**config.mk**
```make
export PLATFORM = sky130hd
export DESIGN_NAME = mult_issue_ctrl
export DESIGN_NICKNAME = d
export VERILOG_FILES = /design/src/rtl/mult_ctrl_pkg.sv /design/src/rtl/mult_cycle_counter.sv /design/src/rtl/mult_issue_ctrl.sv
export SDC_FILE = /design/constraint.sdc
export NUM_CORES = 1
export LEC_CHECK = 0
export CAP_MARGIN = 20
export CORE_ASPECT_RATIO = 1.25
export CORE_MARGIN = 3
export CORE_UTILIZATION = 30
export DETAILED_ROUTE_END_ITERATION = 8
export DONT_BUFFER_PORTS = 1
export PLACE_DENSITY = 0.47
export SLEW_MARGIN = 40
export SYNTH_ARGS = -nofsm -noshare
export SYNTH_HDL_FRONTEND = slang
export SYNTH_SLANG_ARGS = --single-unit
```
**constraint.sdc**
```tcl
create_clock -name clk -period 2.3 [get_ports clk]
set_clock_uncertainty 0.1 [all_clocks]
set_input_delay 0.69 -clock clk [delete_from_list [all_inputs] [get_ports clk]]
set_output_delay 0.69 -clock clk [all_outputs]
set_load 0.05 [all_outputs]
```
**src/rtl/mult_ctrl_pkg.sv**
```systemverilog
// Shared decode constants, FSM state type and counter width for the multiplier issue controller.
package mult_ctrl_pkg;

    localparam logic [5:0] OP_RTYPE    = 6'h00;
    localparam logic [5:0] FUNCT_MULT  = 6'h18;
    localparam logic [5:0] FUNCT_MULTU = 6'h19;
    localparam logic [5:0] FUNCT_MFHI  = 6'h10;
    localparam logic [5:0] FUNCT_MFLO  = 6'h12;

    localparam int CNT_W = 8;

    typedef enum logic {
        IDLE = 1'b0,
        BUSY = 1'b1
    } state_t;

endpackage

```
**src/rtl/mult_cycle_counter.sv**
```systemverilog
// Loadable down-counter for the multiplier busy window; zero_next flags the last busy cycle.
// Load takes effect on the next edge; no backpressure, dec is only asserted while a count is live.
module mult_cycle_counter
    import mult_ctrl_pkg::*;
(
    input  logic             clk,
    input  logic             reset,
    input  logic             load,
    input  logic [CNT_W-1:0] load_val,
    input  logic             dec,
    output logic             zero_next
);

    logic [CNT_W-1:0] count;

    always_ff @(posedge clk) begin
        if (reset) begin
            count <= '0;
        end else if (load) begin
            count <= load_val;
        end else if (dec) begin
            // The FSM only decrements while BUSY, where the count is always >= 1.
            assert (count != '0);
            count <= count - 1'b1;
        end
    end

    assign zero_next = (count == CNT_W'(1));

endmodule

```
**src/rtl/mult_issue_ctrl.sv**
```systemverilog
// Issues MULT/MULTU to the multi-cycle multiplier and stalls dependent MFHI/MFLO or a second multiply
// until HI/LO are valid. Optional stall_count output enabled by `MULT_ISSUE_CTRL_PERF_EN.
module mult_issue_ctrl
    import mult_ctrl_pkg::*;
#(
    parameter int unsigned MULT_CYCLES = 32
) (
    input  logic        clk,
    input  logic        reset,
    input  logic [5:0]  op_code,
    input  logic [5:0]  control_unit_funct,
    input  logic        stall_ext,
    input  logic        flush_d,
    output logic        start_mult,
    output logic        mult_sign,
    output logic        stall_f,
    output logic        stall_d,
    output logic        flush_e,
    output logic        mult_busy
`ifdef MULT_ISSUE_CTRL_PERF_EN
    ,
    output logic [31:0] stall_count
`endif
);

    state_t state, state_nxt;
    logic   is_mul, is_mf, issue, hazard, zero_next;

    assign is_mul = (op_code == OP_RTYPE) &&
                    ((control_unit_funct == FUNCT_MULT) || (control_unit_funct == FUNCT_MULTU));
    assign is_mf  = (op_code == OP_RTYPE) &&
                    ((control_unit_funct == FUNCT_MFHI) || (control_unit_funct == FUNCT_MFLO));

    // Outputs are held low while reset is asserted, so a stalled MFHI is released in the reset cycle.
    assign issue  = !reset && is_mul && !stall_ext && !flush_d && (state == IDLE);
    assign hazard = !reset && (state == BUSY) && (is_mul || is_mf) && !flush_d;

    always_ff @(posedge clk) begin
        if (reset) begin
            state <= IDLE;
        end else begin
            state <= state_nxt;
        end
    end

    always_comb begin
        state_nxt = state;
        case (state)
            IDLE:    if (issue)     state_nxt = BUSY;
            BUSY:    if (zero_next) state_nxt = IDLE;
            default: state_nxt = IDLE;
        endcase
    end

    always_comb begin
        start_mult = issue;
        mult_sign  = issue && (control_unit_funct == FUNCT_MULT);
        stall_f    = hazard;
        stall_d    = hazard;
        flush_e    = hazard;
        mult_busy  = (state == BUSY);
    end

    mult_cycle_counter u_cnt (
        .clk       (clk),
        .reset     (reset),
        .load      (issue),
        .load_val  (CNT_W'(MULT_CYCLES)),
        .dec       (state == BUSY),
        .zero_next (zero_next)
    );

`ifdef MULT_ISSUE_CTRL_PERF_EN
    always_ff @(posedge clk) begin
        if (reset) begin
            stall_count <= '0;
        end else if (stall_d && (stall_count != 32'hFFFF_FFFF)) begin
            stall_count <= stall_count + 32'd1;
        end
    end
`endif

endmodule

```
==> results of run 1 <==
[cells in the mapped netlist (2+ instances only)]
| master | number | share of area [%] |
|---|---|---|
| a21oi_1 | 6 | 6.1 |
| buf_4 | 2 | 3.1 |
| dfxtp_1 | 9 | 37 |
| ha_1 | 2 | 5.1 |
| inv_1 | 5 | 3.8 |
| nand4_1 | 2 | 2.6 |
| nor2_1 | 7 | 5.4 |
| nor4b_1 | 3 | 5.4 |
| o31ai_1 | 2 | 3.1 |
| xnor2_1 | 2 | 3.6 |
[stage by stage]
stage / setup slack [ns] / std cells / instance area, sq um
floorplan: -0.214 / 56 / 552
global placement: -0.0699 / 76 / 616
detailed placement: -0.0796 / 76 / 616
CTS: -0.0608 / 81 / 654
global route: -0.114 / 81 / 668
finish: -0.0341 / 81 / 668
[metal layers]
layer | wire length [um] | vias to the layer above | share of wire, %
met5 | 0 | - | 0
met4 | 25 | 0 | 2.3
met3 | 106 | 5 | 9.9
met2 | 523 | 18 | 49
met1 | 414 | 216 | 39
li1 | - | 222 | -
[cell type report]
class                      instances  area (sq um)
tap                               17          21.3
timing repair buffer               7          81.3
sequential                         9           181
fill                             146           796
clock buffer                       4          26.3
multi-input combinational         39           327
inverter                           5          31.3
[kinds of logic after synthesis]
kind of cell	count (synthesis)	synth area share [%]
flops	9	36.8
fa+ha+maj	2	5.11
compound gates	13	17.4
buf+inv	8	7.93
simple gates	20	25.3
xor+xnor	3	5.37
mux	1	2.05
[power by group through the flow]
| stage | Combinational [mW] | Sequential, mW | Clock (mW) |
|---|---|---|---|
| floorplan | 0.00882 | 0.159 | 0 |
| global placement | 0.0118 | 0.159 | 0 |
| detailed placement | 0.0117 | 0.159 | 0 |
| CTS | 0.0117 | 0.156 | 0.123 |
| global route | 0.0126 | 0.156 | 0.130 |
| finish | 0.0119 | 0.156 | 0.120 |
[flip-flops by register name, summed over array words and instances, names as in the netlist]
name and cells:
mult_busy 1, u_cnt.count 8
[how the worst min path moves through the flow]
stage	startpoint	end	slack, ns	cells past startpoint
after floorplan	u_cnt.count[7]	u_cnt.count[7]	0.35	2
after global placement	u_cnt.count[7]	u_cnt.count[7]	0.37	2
after detailed placement	u_cnt.count[7]	u_cnt.count[7]	0.37	2
after CTS	u_cnt.count[7]	u_cnt.count[7]	0.38	2
after global routing	reset	mult_busy	0.39	1
final	u_cnt.count[7]	u_cnt.count[7]	0.38	2
[cells in the final DEF, fill, tap and decap left out, types with 2 or more instances in the layout]
master / synthesis / layout
clkbuf_4: 0 / 3
buf_12: 0 / 2
nor2_1: 7 / 5
nor2_4: 0 / 2
dfxtp_1: 9 / 8
ha_1: 2 / 2
buf_4: 2 / 4
a21oi_1: 6 / 6
nand4_1: 2 / 2
inv_1: 5 / 4
xnor2_1: 2 / 2
o31ai_1: 2 / 2
[worst register-to-register path: cells and delay by family, from the launching register on]
kind                   cells  cell delay (ns)
AND/OR/NAND/NOR            2             0.90
buffers and inverters      1             0.25
AO/OA/AOI/OAI              1             0.14
flip-flops                 1             0.33
[repair_timing]
item | CTS | global route
gates resized for setup | 2 | 3
endpoints found under the hold margin | 0 | 0
buffers inserted | 1 | 0
pin swaps | 3 | 2
setup endpoints to repair | 5 | 5
==> results by group, run 1 <==
Routing
  – Via count: 461
  – DR DRC count: 0
  – Routed Wire Length: 1070 um
  – DRT iter0 DRCs: 7
  – First-pass DRT Iterations: 4
  – Vias per cell: 5.69
  – Wire per inst: 13.2 um
  – Routed Antenna Nets: 0

STA
  – Min Tclk post-route: 2.33 ns
  – Fmax: 0.428 GHz
  – Final setup violation count: 4
  – Relative max-transition margin: 57.4%
  – Final Hold Fails: 0
  – RSZ-0062 raised after global routing: yes
  – Hold WS: 0.381 ns
  – Max Transition Viols Final: 0
  – Final worst setup slack: -0.0341 ns
  – Final period utilization: 101%
  – Slew of the pin with the lowest slew margin: 0.630 ns
  – Fin Setup TNS: -0.128 ns

Clocking
  – Clk_lat worst skew: 0.26 ns
  – Maximum clock insertion buffer count: 2
  – H-tree levels: 1
  – Root Driver: clkbuf_4
  – Clock sinks: 9
  – Clock slew at reported path FFs: 0.06 ns
  – CTS tree: built
  – TritonCTS buffer count: 3
  – CTS Hold Bufs: 0

Yosys
  – Post-synthesis sequential area ratio: 36.8%
  – Number of synthesized flops with an enable pin: 0
  – Post-Syn Nets: 74
  – Avg Inst Size Synth: 8.74 sq um
  – Synth async-reset ratio: 0%
  – Syn Inst Count: 56
  – Synthesis-stage register bit count: 9
  – Synth unique cells: 26
  – Top FF cell, synth: dfxtp_1
  – Synth warn: 0
  – Post-synthesis cell area: 489 sq um

Setup path
  – Worst r2r path cells: 4
  – Crit path max fanout: 3
  – FF-to-FF setup slack: 0.52 ns
  – Element type at the critical path end: primary output
  – CP cell instances: nor4b_4 -> nand4_1 -> nor2_4 -> buf_12
  – Critical path buffer and inverter count: 1
  – Crit path largest cell delay: 0.30 ns
  – CP delay by family, top: simple AND/OR/NAND/NOR gates
  – Crit path to: stall_f
  – Critical path class: in -> out
  – CP max-delay cell: nor4b_4
  – Crit path DAT: 1.54 ns
  – WP depth: 4
  – Req. time, crit path: 1.51 ns
  – Crit path launch type: input pin
  – CP Launch Point: control_unit_funct[2]
  – RR Endpoint: u_cnt.count[7]
  – R2r startpoint: mult_busy

Global routing
  – First-pass GRT wire length: 1760 um
  – GR met2 Demand/Resource: 17.3%
  – GR Overflow Total: 0
  – Initial antenna violation count: 0
  – M3 GR Usage: 3.52%
  – Vias in the first global route: 434
  – GR met1 Demand/Resource: 11.8%
  – Layer with the highest usage: met2
  – Largest net degree at the start of global routing: 10
  – Gr usage total: 10.5%

Die
  – Initial Util: 33.4%
  – Die area: 2150 sq um
  – Core area: 1460 sq um
  – # IOs: 22
  – Width of the die: 42.1 um
  – # rows: 15
  – Die Height: 51.2 um

Power
  – Int Power: 230 uW
  – Clk pwr share: 41.7%
  – Net Sw Frac: 20.1%
  – Power Total: 288 uW
  – Switch Pwr: 57.9 uW
  – Leakage power: 0.224 nW
  – Peak supply drop: 0.266 mV
  – Sequential power share: 54.1%
  – Pwr per Cell Area: 431 nW/um^2
  – Combinational fraction of design power: 4.1%

Cells and area
  – Area growth, synth to finish: 36.6%
  – Final Util: 45.6%
  – Diode count: 0
  – Layout cells sized above 1: 35.9%
  – Final Net Count: 83

Run
  – Max Cap Violations: 0

Status
  – Failing checks: negative setup slack
  – Status: complete, but fails checks

Placed design
  – DP Wirelength: 823 um
  – Number of port buffers: 0
  – Routability cong.: 0.697

Worst hold path
  – Worst hold path type: reg -> reg
Power figures use the tool's default switching activity.
==> inputs of run 2 (changes only) <==
--- a/config.mk
+++ b/config.mk
@@ -11,6 +11,7 @@
 export CORE_UTILIZATION = 30
 export DETAILED_ROUTE_END_ITERATION = 8
 export DONT_BUFFER_PORTS = 1
+export HOLD_SLACK_MARGIN = 0.02
 export PLACE_DENSITY = 0.47
 export SLEW_MARGIN = 40
 export SYNTH_ARGS = -nofsm -noshare
==> results of run 2 <==
Same layout as run 1: the final DEF is identical, and so are final timing and power.
==> inputs of run 3 (changes only) <==
--- a/config.mk
+++ b/config.mk
@@ -5,10 +5,10 @@
 export SDC_FILE = /design/constraint.sdc
 export NUM_CORES = 1
 export LEC_CHECK = 0
-export CAP_MARGIN = 20
 export CORE_ASPECT_RATIO = 1.25
 export CORE_MARGIN = 3
 export CORE_UTILIZATION = 30
+export CTS_CLUSTER_SIZE = 8
 export DETAILED_ROUTE_END_ITERATION = 8
 export DONT_BUFFER_PORTS = 1
 export HOLD_SLACK_MARGIN = 0.02
==> results of run 3 <==
Same layout as run 1: the final DEF is identical, and so are final timing and power.
